==> src/rtl/rr_arbiter_4.sv <==
`default_nettype none
// +----------------------------------------------------------------------------+
// | Module   : rr_arbiter_4                                                    |
// | Purpose  : Round-robin arbiter granting one shared resource to one of four |
// |            requesters per cycle. Winner is held while it keeps requesting; |
// |            on release the search restarts just after the old owner.        |
// | Ports    : i_clk        clock, rising edge                                 |
// |            i_reset      synchronous reset, active-high                     |
// |            i_req[3:0]   request vector, bit n = requester n                |
// |            o_grant[3:0] registered one-hot grant, 0 when idle              |
// |            o_grant_idx  binary owner index, meaningful when o_valid=1      |
// |            o_valid      a requester currently owns the grant               |
// |            o_timeout    1-cycle pulse on forced release                    |
// | Options  : ARB_TIMEOUT_EN - when defined, an owner holding for HOLD_MAX    |
// |            cycles while others wait is forced to hand over. When not       |
// |            defined there is no hold counter and o_timeout is tied low.     |
// | Revision : 1.0 - initial release                                           |
// +----------------------------------------------------------------------------+
module rr_arbiter_4 #(
  parameter int HOLD_MAX = 8,
  parameter int CNT_W    = 4
) (
  input  logic       i_clk,
  input  logic       i_reset,
  input  logic [3:0] i_req,
  output logic [3:0] o_grant,
  output logic [1:0] o_grant_idx,
  output logic       o_valid,
  output logic       o_timeout
);

  typedef enum logic [0:0] {
    ST_IDLE  = 1'b0,
    ST_GRANT = 1'b1
  } state_t;

  state_t     state_q, state_d;
  logic [1:0] ptr_q, ptr_d;
  logic [1:0] idx_q, idx_d;
  logic [3:0] grant_q, grant_d;

  // Position right after the current owner; both the new pointer and the
  // search start whenever the owner lets go.
  logic [1:0] w_after_owner;
  assign w_after_owner = idx_q + 2'd1;

  // Requests from everyone except the current owner.
  logic [3:0] w_others;
  assign w_others = i_req & ~grant_q;

  // Sizing sanity: an illegal HOLD_MAX/CNT_W pair elaborates this named,
  // empty scope so it is easy to spot in the hierarchy.
  if ((HOLD_MAX < 2) || ((1 << CNT_W) <= HOLD_MAX)) begin : g_bad_hold_cfg
  end

  // First set bit of req, scanning start, start+1, start+2, start+3 with
  // 2-bit wrap. The descending loop lets the smallest offset overwrite last.
  // Only called with a non-zero req.
  function automatic logic [1:0] rr_pick(input logic [3:0] req,
                                         input logic [1:0] start);
    logic [1:0] res;
    logic [1:0] cand;
    res = start;
    for (int k = 3; k >= 0; k--) begin
      cand = start + 2'(k);
      if (req[cand]) res = cand;
    end
    return res;
  endfunction

`ifdef ARB_TIMEOUT_EN
  localparam logic [CNT_W-1:0] C_HOLD_LAST = CNT_W'(HOLD_MAX - 1);

  logic [CNT_W-1:0] cnt_q, cnt_d;
  logic             timeout_q, timeout_d;
`endif

  always_comb begin
    state_d = state_q;
    ptr_d   = ptr_q;
    idx_d   = idx_q;
`ifdef ARB_TIMEOUT_EN
    cnt_d     = cnt_q;
    timeout_d = 1'b0;
`endif

    case (state_q)
      ST_IDLE: begin
        // Pointer is deliberately left alone on a grant out of idle.
        if (|i_req) begin
          state_d = ST_GRANT;
          idx_d   = rr_pick(i_req, ptr_q);
`ifdef ARB_TIMEOUT_EN
          cnt_d   = '0;
`endif
        end
      end

      ST_GRANT: begin
        if (i_req[idx_q]) begin
`ifdef ARB_TIMEOUT_EN
          if (cnt_q == C_HOLD_LAST) begin
            // Hold budget used up: rotate only if somebody else is waiting,
            // otherwise the owner simply starts a fresh budget.
            cnt_d = '0;
            if (|w_others) begin
              ptr_d     = w_after_owner;
              idx_d     = rr_pick(w_others, w_after_owner);
              timeout_d = 1'b1;
            end
          end else begin
            cnt_d = cnt_q + 1'b1;
          end
`endif
        end else begin
          // Owner released: hand straight over if anyone else asks, no
          // idle bubble in between.
          ptr_d = w_after_owner;
          if (|i_req) begin
            idx_d = rr_pick(i_req, w_after_owner);
`ifdef ARB_TIMEOUT_EN
            cnt_d = '0;
`endif
          end else begin
            state_d = ST_IDLE;
          end
        end
      end

      default: state_d = ST_IDLE;
    endcase

    grant_d = (state_d == ST_GRANT) ? (4'b0001 << idx_d) : 4'b0000;
  end

  always_ff @(posedge i_clk) begin
    if (i_reset) begin
      state_q <= ST_IDLE;
      ptr_q   <= 2'b00;
      idx_q   <= 2'b00;
      grant_q <= 4'b0000;
    end else begin
      state_q <= state_d;
      ptr_q   <= ptr_d;
      idx_q   <= idx_d;
      grant_q <= grant_d;
    end
  end

`ifdef ARB_TIMEOUT_EN
  always_ff @(posedge i_clk) begin
    if (i_reset) begin
      cnt_q     <= '0;
      timeout_q <= 1'b0;
    end else begin
      cnt_q     <= cnt_d;
      timeout_q <= timeout_d;
    end
  end

  assign o_timeout = timeout_q;
`else
  assign o_timeout = 1'b0;
`endif

  assign o_grant     = grant_q;
  assign o_grant_idx = idx_q;
  assign o_valid     = (state_q == ST_GRANT);

endmodule
`default_nettype wire

==> config.mk <==
export PLATFORM = sky130hd
export DESIGN_NAME = rr_arbiter_4
export DESIGN_NICKNAME = d
export VERILOG_FILES = /design/src/rtl/rr_arbiter_4.sv
export SDC_FILE = /design/constraint.sdc
export NUM_CORES = 1
export LEC_CHECK = 0
export ABC_AREA = 1
export BUFFER_PORTS_ARGS = -buffer_cell sky130_fd_sc_hd__buf_2
export CAP_MARGIN = 20
export CORE_MARGIN = 2
export CORE_UTILIZATION = 35
export CTS_BUF_LIST = sky130_fd_sc_hd__clkbuf_4 sky130_fd_sc_hd__clkbuf_8
export DETAILED_ROUTE_END_ITERATION = 8
export PLACE_DENSITY = 0.58
export SYNTH_ARGS = -nofsm -noshare
export SYNTH_HDL_FRONTEND = slang
export SYNTH_SLANG_ARGS = --single-unit
==> constraint.sdc <==
create_clock -name i_clk -period 1.8 [get_ports i_clk]
set_clock_uncertainty 0.2 [all_clocks]
set_input_delay 0.09 -clock i_clk [delete_from_list [all_inputs] [get_ports i_clk]]
set_output_delay 0.09 -clock i_clk [all_outputs]
set_load 0.005 [all_outputs]
==> Yosys cells after proc, flatten, opt, wreduce, memory -nomap -nowiden <==
Index checks and enable logic that the tools add are counted.
{ "word_totals": {"ramBits": 0, "memories": 0, "out_inout_bits": 8, "rom_bits": 0, "register_bits": 9, "latch_bits": 0, "word_cells": 60, "input_bits": 6} }
{ "op_classes": {"mul": 0, "reduce_logical": 3, "n_mux": 33, "shifts": 1, "n_eq_ne": 0, "order_cmp": 9, "n_div": 0, "n_bitwise": 3, "n_addsub": 7} }
{ "op_table": {"columns": ["operator", "n"], "rows": [
  ["$lt A2 B3 Y1 const B", 9],
  ["$mux W2", 11],
  ["$bmux W1 S2", 9],
  ["$mux W1", 11],
  ["$add A2 B2 Y2 const B", 4],
  ["$add A2 B1 Y2 const B", 3],
  ["$pmux W2 S2", 1],
  ["$reduce_or A4 Y1", 1],
  ["$shl A1 B2 Y4 const A", 1],
  ["$not A1 Y1", 3],
  ["$pmux W1 S2", 1],
  ["$reduce_and A2 Y1", 1],
  ["$reduce_or A2 Y1", 1]
]} }

==> Depth between registers and ports, before layout <==
Gate-level depths: netlist (run 1).
{ "depth": {"word_depth": 12, "depth_mapped": 15} }

==> Least setup slack after synthesis (run 1) <==
OpenSTA, ideal clock, no wires.
{ "synth_timing": {"path_kind": "flip-flop to flip-flop", "start": "reg idx_q[0] (netlist: o_grant_idx[0])", "end": "reg grant_q[2] (netlist: o_grant[2])", "synth_period_minus_slack_ns": 1.545, "stages_incl_launch_ff": 10, "arrival_ns": 1.232, "required_time_ns": 1.487, "setup_time_ns": 0.113, "slack_ns": 0.255, "path_cell_list": "dfxtp_1 -> buf_6 -> o21ai_1 -> and2_4 -> nor2_1 -> nand3_1 -> nand2_1 -> nand3_2 -> nand2_1 -> nor2_1"} }
{ "synth_via": {"elab_chain_cells": 12} }
{ "synth_rtl": {"columns": ["element", "line", "rtl"], "rows": [
  ["start, declared", "39", "logic [1:0] idx_q, idx_d;"],
  ["start signal, assigned", "145", "idx_q <= idx_d;"],
  ["$add A2 B1 Y2", "45", "assign w_after_owner = idx_q + 2'd1;"],
  ["$add A2 B2 Y2", "65", "cand = start + 2'(k);"],
  ["$bmux W1 S2", "66", "if (req[cand]) res = cand;"],
  ["$mux W1 (implied by the code)", "66", null],
  ["$mux W2 (4 in a row)", "66", null],
  ["$mux W2", "119", "if (|i_req) begin"],
  ["$mux W2", "100", "if (i_req[idx_q]) begin"],
  ["$pmux W2 S2", "87", "case (state_q)"],
  ["$shl A1 B2 Y4", "133", "grant_d = (state_d == ST_GRANT) ? (4'b0001 << idx_d) : 4'b0000;"],
  ["end signal, assigned", "146", "grant_q <= grant_d;"],
  ["end, declared", "40", "logic [3:0] grant_q, grant_d;"]
]} }
Several ways; a longest one is shown, not always the timed one. The select of a mux whose other input is x is not followed.
A chain may end at the register's enable or synchronous reset.

==> Worst setup path in the final report (run 1) <==
{ "layout_timing": {"start": "reg ptr_q[0]", "end": "reg grant_q[0] (netlist: o_grant[0])"} }
{ "layout_via": {"elab_chain_cells": 10} }
{ "layout_rtl": {"columns": ["element", "line", "rtl"], "rows": [
  ["start, declared", "38", "logic [1:0] ptr_q, ptr_d;"],
  ["start signal, assigned", "144", "ptr_q <= ptr_d;"],
  ["$add A2 B2 Y2", "65", null],
  ["$bmux W1 S2", "66", null],
  ["$mux W1 (implied by the code)", "66", null],
  ["$mux W2 (3 in a row)", "66", null],
  ["$mux W2 *", "66", null],
  ["$mux W2 *", "90", "if (|i_req) begin"],
  ["$pmux W2 S2 *", "87", null],
  ["$shl A1 B2 Y4 *", "133", null]
]} }
Every way passes the cells marked *; elsewhere a longest branch is shown, timed or not. The select of a mux whose other input is x is not followed.

==> results of run 1 <==
critical path, cell delays in order (launching register included):
cell	delay [ns]
dfxtp_4	0.36
buf_4	0.14
nand2_1	0.08
nand3_1	0.10
nand2_1	0.08
inv_1	0.04
nand2_1	0.05
nand2_1	0.06
nand2_1	0.06
nand2_1	0.04
nand3_1	0.09
nand2_2	0.08
nand2_1	0.10
nor2_1	0.04
stage by stage:
| step | area [sq um] | cells |
|---|---|---|
| 6_report | 880 | 175 |
| 5_1_grt | 880 | 175 |
| 4_1_cts | 857 | 175 |
| 3_5_place_dp | 820 | 170 |
| 3_3_place_gp | 820 | 170 |
| 2_1_floorplan | 722 | 130 |
placed cells by master (no fill, tap or decap), types with 2 or more instances in the layout:
cell,count
o21ai_1,4
nand2_2,2
buf_2,12
dfxtp_4,2
o21ai_0,4
nor2_1,4
dfxtp_2,2
dfxtp_1,5
inv_1,19
nand3_1,12
nand2_1,57
clkbuf_4,3
buf_4,4
a21oi_1,5
per-layer routing:
| metal | global-route usage | vias up |
|---|---|---|
| met3 | 0.0460 | 4 |
| met5 | 0 | - |
| met2 | 0.236 | 10 |
| li1 | - | 436 |
| met1 | 0.180 | 347 |
| met4 | 0.0833 | 0 |
state kept, by name, indices dropped and copies added, names as in the netlist:
register / count
o_grant_idx: 2
o_grant: 4
o_valid: 1
ptr_q: 2
repair_timing:
item / in CTS / in global routing
endpoints found under the setup margin: 0 / 8
hold endpoints to repair: 7 / 0
resized for setup: 0 / 10
hold buffers: 1 / 0
power groups by stage:
stage	clock, W	sequential (W)	combinational, W
floorplan	0	0.000269	0.000361
CTS	0.000164	0.000277	0.000466
global placement	0	0.000281	0.000459
finish	0.000157	0.000287	0.000475
detailed placement	0	0.000281	0.000463
global route	0.000173	0.000293	0.000555
area by class of cell:
type                    count  area (sq um)  share of cell area
clock buffers               3          22.5              0.0256
clock inverters             1          5.00             0.00569
inverters                  21          81.3              0.0925
multi-input cells          97           447               0.508
flip-flops and latches      9           190               0.216
well taps                  27          33.8              0.0384
repair buffers             17           100               0.114
logic make-up (layout without fill, tap and decap cells):
logic type      Yosys count  count (layout)  synth area share
flops                     9               9             0.250
other cells               1               1           0.00519
simple gates             80              80             0.471
buf+inv                  24              42             0.149
compound gates           14              14             0.101
xor+xnor                  2               2            0.0243
worst max-delay path by stage:
stage,start,end,slack [ns],depth (start not counted)
5_1_grt,ptr_q[0]$_SDFFE_PP0P_,o_grant[0]$_SDFF_PP0_,0.0002,13
4_1_cts,o_grant_idx[0]$_SDFF_PP0_,o_grant[0]$_SDFF_PP0_,0.002,10
3_5_place_dp,o_grant_idx[0]$_SDFF_PP0_,o_grant[2]$_SDFF_PP0_,0.02,10
3_3_place_gp,o_grant_idx[0]$_SDFF_PP0_,o_grant[2]$_SDFF_PP0_,0.04,10
2_1_floorplan,o_grant_idx[0]$_SDFF_PP0_,o_grant[2]$_SDFF_PP0_,0.25,9
6_report,ptr_q[0]$_SDFFE_PP0P_,o_grant[0]$_SDFF_PP0_,0.18,13
==> flow_summary.yaml, run 1 <==
outcome:
  status: "complete, no violations"
clock_tree:
  postCtsSetupRepairBufs: 0
  clkTransAtPathRegs_ns: 0.06
  cts_buffers: 3
  cts_sinks: 9
  clock_latency_ns: 0.27
  root_buffer: "clkbuf_4"
  cts_tree: "yes"
  htree_num_levels: 1
  clock_path_buffers: 2
synth:
  synth_top_area_cell: "nand2_1"
  syn_inst: 130
  synthTopCellsByCount: "58 x nand2_1, 20 x inv_1, 12 x nand3_1, 9 x dfxtp_1"
  netlist_area_sq_um: 722
  synth_top_area_frac: 0.302
  ys_seq_area_frac: 0.250
  synth_cell_types: 20
  synth-async-reset-ratio: 0
  ys_seq_elements: 9
  ys_warn_count: 0
  avgSynthCellArea_sq_um: 5.55
  ys_top_cells_by_area: "nand2_1 30%, dfxtp_1 25%, inv_1 10%, nand3_1 8.3%, a21oi_1 3.5%"
  synth_edf_count: 0
  postSynthNetCount: 136
  ys.flop_type: "dfxtp_1"
  synth_most_common_cell: "nand2_1"
min_path:
  worstHoldPathCells: 5
  hold_path_class: "in2reg"
  min_from: "i_req[2]"
  min_to: "o_valid$_SDFF_PP0_"
critical_path:
  path_max_fanout: 4
  rrSetupSlack_ns: 0.18
  r2r_end: "o_grant[0]$_SDFF_PP0_"
  r2r-start: "ptr_q[0]$_SDFFE_PP0P_"
  path_class: "reg2reg"
  cp-end-kind: "flip-flop"
  start_kind: "flip-flop"
  critPathArrivalTime_ns: 1.59
  required_ns: 1.76
  r2r_cells: 13
placement:
  place_congestion: 0.864
  portBuffers: 12
  pre_cts_slack_ns: 0.0231
  hpwl_mm: 1.31
pwr:
  switching_power_w: 0.000399
  p_leak_nw: 0.526
  powerDensity_nw_per_um2: 1040
  pwr-share-comb: 0.517
  internal_power_w: 0.000519
  peakVddDrop_mv: 0.519
  switching_share: 0.435
  p_total_w: 0.000918
  clkPwrFrac: 0.171
  seqPwrFrac: 0.313
cells_and_area:
  nNetsFinal: 155
  drive_above_1_share: 0.223
  syn_to_final_growth_pct: 21.8
  final_util: 0.448
  num-fill-cells: 239
  antenna_cells: 0
timing:
  post-route-period-util: 0.903
  hold_slack_ns: 0.253
  fin_setup_tns_ns: 0
  rsz0062_at_grt: "no"
  finalMaxSlewViolations: 0
  setup_viol: 0
  period_minus_slack_ns: 1.62
  fmax_mhz: 616
  finalHoldViolations: 0
  fin_ws_ns: 0.175
detailed_routing:
  maxUsedRoutingLayer: "met4"
  wl_met1_microns: 779
  drt_iter0_drc: 14
  routed_wl_mm: 1.62
  dr.pass1.iters: 4
  routed-wl-met2_microns: 762
  num_vias: 797
  via_per_inst: 4.55
  drcViolationCount: 0
  wire_per_inst_microns: 9.23
  wl_met3_microns: 39
  ant_nets: 0
floorplan:
  row_count: 16
  die_x_microns: 49.4
  initial_core_util: 0.368
  pin_count: 14
  die-area_sq_um: 2440
  fp.dieH_microns: 49.4
  core_sq_um: 1960
job:
  maxCapViolCount: 0
grt:
  track_usage: 0.150
  grt_pass1_wl_mm: 2.72
  grt_start_max_net_pins: 12
  grt_pass1_vias: 665
  antenna_found_initial: 0
  grt.overflow.total: 0
Power figures use the tool's default switching activity.
==> run 2, diff against run 1 <==
Settings changed: CORE_AREA set to 2 2 39 41, CORE_MARGIN 2 to not set, CORE_UTILIZATION 35 to not set, DIE_AREA set to 0 0 41 43, PLACE_DENSITY 0.58 to 0.81.
==> run 2 against run 1 <==
Net effect: utilization up 16 points; non-clock buffer count shrank 3; critical path depth rose by 1; worst hold slack improved by 0.016 ns; first-iteration DRC count grew 110%; power down 0.74%; sequential share of layout area grew 0.77 points; via count rose by 3.3%; largest power group unchanged; highest routed layer unchanged.
==> flow_summary.yaml, run 2 (synthesis gave the netlist of run 1 again) <==
min_path:
  min_from: "i_req[2]"
  worstHoldPathCells: 5
  hold_path_class: "in2reg"
detailed_routing:
  num_vias: 823
  wire_per_inst_microns: 10.1
  ant_nets: 0
  routed_wl_mm: 1.63
  drcViolationCount: 0
  dr.pass1.iters: 4
  via_per_inst: 5.11
  drt_iter0_drc: 30
cells_and_area:
  layout_commonest_cell: "nand2_1"
  final_cell_mix: "58 x nand2_1, 20 x inv_1, 12 x nand3_1, 12 x buf_2"
  antenna_cells: 0
  fin_area_sq_um: 838
  drive_above_1_share: 0.186
  largest_reg_flops: 4
  syn_to_final_growth_pct: 16.1
  nNetsFinal: 152
clock_tree:
  cts_sinks: 9
  htree_num_levels: 1
  root_buffer: "clkbuf_4"
  clkTransAtPathRegs_ns: 0.06
  cts_buffers: 3
  clock_path_buffers: 2
  cts_tree: "yes"
  postCtsSetupRepairBufs: 0
  clock_latency_ns: 0.26
timing:
  period_minus_slack_ns: 1.66
  finalMaxSlewViolations: 0
  setup_viol: 0
  finalHoldViolations: 0
  rsz0062_at_grt: "no"
  fin_ws_ns: 0.143
  post-route-period-util: 0.921
  fin_setup_tns_ns: 0
  fmax_mhz: 603
placement:
  place_congestion: 0.791
  portBuffers: 12
  pre_cts_slack_ns: 0.0224
  dpl-instance-area_sq_um: 783
  hpwl_mm: 1.27
critical_path:
  r2r-start: "ptr_q[0]$_SDFFE_PP0P_"
  path_class: "reg2reg"
  r2r_cells: 14
  start_kind: "flip-flop"
  cp-end-kind: "flip-flop"
  required_ns: 1.79
  crit_start: "ptr_q[0]$_SDFFE_PP0P_"
  critPathArrivalTime_ns: 1.65
  path_max_fanout: 8
grt:
  grt.overflow.total: 0
  antenna_found_initial: 0
  grt_pass1_vias: 679
  grt_start_max_net_pins: 12
  track_usage: 0.214
  grt_pass1_wl_mm: 2.64
floorplan:
  fp.dieH_microns: 43
  die-area_sq_um: 1760
  pin_count: 14
  initial_core_util: 0.522
  row_count: 14
  core_sq_um: 1380
  die_x_microns: 41
job:
  maxCapViolCount: 0
outcome:
  status: "complete, no violations"
pwr:
  p_leak_nw: 0.511
  p_total_w: 0.000911
  powerDensity_nw_per_um2: 1090
  peakVddDrop_mv: 0.566
## run 2: cell count changes in the layout (fill, tap and decap cells not counted), sizes merged
cell    change
buf         -3
clkinv      -1
clkbuf      +1
## run 2: timing repair
item                                    4_1_cts  5_1_grt
hold buffers                                  1        0
gates resized for setup                       0        6
endpoints found under the setup margin        0        8
endpoints found under the hold margin         7        0
## run 2: stage by stage
stage	instances	hold WS (ns)	util
2_1_floorplan	130	-0.0409	-
3_3_place_gp	156	0.101	0.566
3_5_place_dp	156	0.109	0.566
4_1_cts	161	0.269	0.595
5_1_grt	161	0.340	0.606
6_report	161	0.269	0.606
## run 2: critical path, cell delays in order, from the launching register on
cell and delay (ns):
dfxtp_2 0.42, inv_4 0.08, nand2_1 0.08, nand2_1 0.07
nand2_1 0.08, nand2_1 0.05, inv_1 0.05, nand2_1 0.04
nand2_1 0.05, nand2_1 0.04, nand2_1 0.06, nand2_1 0.07
nand2_1 0.09, nand2_1 0.08, a21oi_1 0.13
## run 2: worst paths after layout
kind         slack, ns                         to
max               0.14      o_grant[1]$_SDFF_PP0_
min               0.27         o_valid$_SDFF_PP0_
max reg2reg       0.14      o_grant[1]$_SDFF_PP0_
min reg2reg       0.37  o_grant_idx[0]$_SDFF_PP0_
## run 2: cell type report
| type | count | area (sq um) |
|---|---|---|
| Clock buffer | 4 | 30.0 |
| Fill cell | 145 | 546 |
| Tap cell | 16 | 20.0 |
| Sequential cell | 9 | 188 |
| Timing Repair Buffer | 14 | 77.6 |
| Inverter | 21 | 81.3 |
| Multi-Input combinational cell | 97 | 442 |
## run 2: routing by layer
| metal | vias up | wire [microns] | global-route usage |
|---|---|---|---|
| met3 | 3 | 53 | 0.0314 |
| li1 | 431 | - | - |
| met4 | 0 | 21 | 0.0800 |
| met5 | - | 0 | 0 |
| met2 | 16 | 813 | 0.347 |
| met1 | 373 | 740 | 0.271 |
## run 2: power breakdown
part           total, W  switching, W  leakage, nW  internal [W]
clock network  0.000170     0.0000695       0.0184      0.000100
registers      0.000291     0.0000482       0.0760      0.000243
logic          0.000450      0.000275        0.417      0.000175
total          0.000911      0.000393        0.511      0.000519
==> run 3, diff against run 2 <==
Settings changed: REMOVE_ABC_BUFFERS set to 1, SLEW_MARGIN set to 20.
==> run 3 against run 2 <==
Net effect: via count down 0.12%; non-clock buffer count is 1 higher; highest routed layer unchanged; register-to-register slack worse by 0.02 ns; setup slack lost 0.016 ns; fmax decreased by 0.95%; utilization up 1.4 points; cell count is 0.62% higher; clock power is essentially flat; clock-buffer cell count unchanged; first-iteration DRC count increased by 3.3%; critical endpoint is now o_grant[2]$_SDFF_PP0_; cell area increased by 2.2%.
==> flow_summary.yaml, run 3 (synthesis gave the netlist of run 1 again) <==
pwr:
  pwr-share-comb: 0.522
  p_total_w: 0.000931
  clkPwrFrac: 0.183
  internal_power_w: 0.000537
  powerDensity_nw_per_um2: 1090
  seqPwrFrac: 0.295
  p_leak_nw: 0.519
  switching_share: 0.424
  switching_power_w: 0.000395
  peakVddDrop_mv: 0.553
critical_path:
  cp-end-kind: "flip-flop"
  rrSetupSlack_ns: 0.13
  path_class: "reg2reg"
  path_max_fanout: 6
  start_kind: "flip-flop"
  required_ns: 1.75
  critPathArrivalTime_ns: 1.62
grt:
  track_usage: 0.220
  grt.overflow.total: 0
  antenna_found_initial: 0
  grt_start_max_net_pins: 14
  grt_pass1_vias: 746
  grt_pass1_wl_mm: 2.77
placement:
  hpwl_mm: 1.27
  place_congestion: 0.797
  portBuffers: 12
  pre_cts_slack_ns: 0.0900
  dpl-instance-area_sq_um: 803
cells_and_area:
  num-fill-cells: 135
  final_util: 0.619
  largest_reg_flops: 4
  drive_above_1_share: 0.192
  syn_to_final_growth_pct: 18.7
  multi_input_area_sq_um: 442
  layout_commonest_cell: "nand2_1"
  nNetsFinal: 153
  seq_area_sq_um: 186
  antenna_cells: 0
  final_cell_mix: "58 x nand2_1, 19 x inv_1, 12 x nand3_1, 12 x buf_2, 6 x dfxtp_1"
  fin_area_sq_um: 857
clock_tree:
  clkTransAtPathRegs_ns: 0.07
  cts_tree: "yes"
  htree_num_levels: 1
  root_buffer: "clkbuf_4"
  cts_buffers: 3
  clock_path_buffers: 2
  cts_sinks: 9
  clock_latency_ns: 0.26
timing:
  finalMaxSlewViolations: 0
  rsz0062_at_grt: "no"
  finalHoldViolations: 0
  setup_viol: 0
  post-route-period-util: 0.929
  period_minus_slack_ns: 1.67
  fin_setup_tns_ns: 0
  fin_ws_ns: 0.127
  fmax_mhz: 598
detailed_routing:
  drt_iter0_drc: 31
  drcViolationCount: 0
  num_vias: 822
  wire_per_inst_microns: 9.96
  dr.pass1.iters: 4
  routed_wl_mm: 1.61
  ant_nets: 0
  via_per_inst: 5.07
floorplan:
  fp.dieH_microns: 43
  pin_count: 14
  die-area_sq_um: 1760
  row_count: 14
  core_sq_um: 1380
  initial_core_util: 0.522
  die_x_microns: 41
outcome:
  status: "complete, no violations"
job:
  maxCapViolCount: 0
min_path:
  hold_path_class: "in2reg"
[run 3: cell count changes in the layout (fill, tap and decap cells not counted)]
cell / previous run / this run
inv_1: 20 / 19
inv_2: 0 / 1
buf_12: 0 / 1
dfxtp_1: 5 / 6
dfxtp_2: 3 / 2
[run 3: timing repair]
action                                  in CTS  in global routing
hold endpoints to repair                     6                  0
endpoints found under the setup margin       0                  5
resized for setup                            0                  6
hold buffers                                 1                  0
buffers inserted                             0                  0
[run 3: final timing paths]
kind / start / cells after the start / end
setup / recovery: o_grant_idx[1]$_SDFF_PP0_ / 9 / o_grant[2]$_SDFF_PP0_
setup reg to reg: o_grant_idx[1]$_SDFF_PP0_ / 9 / o_grant[2]$_SDFF_PP0_
hold reg to reg: ptr_q[1]$_SDFFE_PP0P_ / 2 / ptr_q[1]$_SDFFE_PP0P_
hold / removal: i_req[1] / 10 / o_grant_idx[1]$_SDFF_PP0_
[run 3: per-stage QoR]
| stage | std cells | hold WS (ns) |
|---|---|---|
| after floorplan | 127 | -0.0409 |
| after global routing | 162 | 0.341 |
| after detailed placement | 157 | 0.106 |
| after CTS | 162 | 0.287 |
| after global placement | 157 | 0.103 |
| final | 162 | 0.292 |
[run 3: area by class of cell]
| type | count | area share |
|---|---|---|
| repair buffers | 15 | 0.114 |
| inverters | 21 | 0.0949 |
| well taps | 16 | 0.0234 |
| multi-input cells | 97 | 0.515 |
| flip-flops and latches | 9 | 0.218 |
| clock buffers | 4 | 0.0350 |
[run 3: critical path, stage by stage (launching register included)]
cell     delay [ns]
dfxtp_1        0.48
inv_1          0.14
nand2_1        0.11
inv_1          0.04
nor2_1         0.17
nand3_1        0.10
nand2_1        0.08
nand3_2        0.10
nand2_1        0.10
nor2_1         0.04
[run 3: power by group through the flow]
stage	Clock [W]	Combinational (W)	Sequential (W)
floorplan	0	0.000326	0.000285
global placement	0	0.000463	0.000272
detailed placement	0	0.000472	0.000273
CTS	0.000172	0.000478	0.000269
global route	0.000188	0.000560	0.000280
finish	0.000171	0.000486	0.000275
[run 3: routing by layer]
metal	GRT usage	vias to the layer above	share of wire	wire, microns
met3	0.0314	2	0.040	64
met2	0.363	21	0.52	832
li1	-	436	-	-
met5	0	-	0	0
met1	0.268	363	0.44	711
met4	0.0933	0	0.0031	5
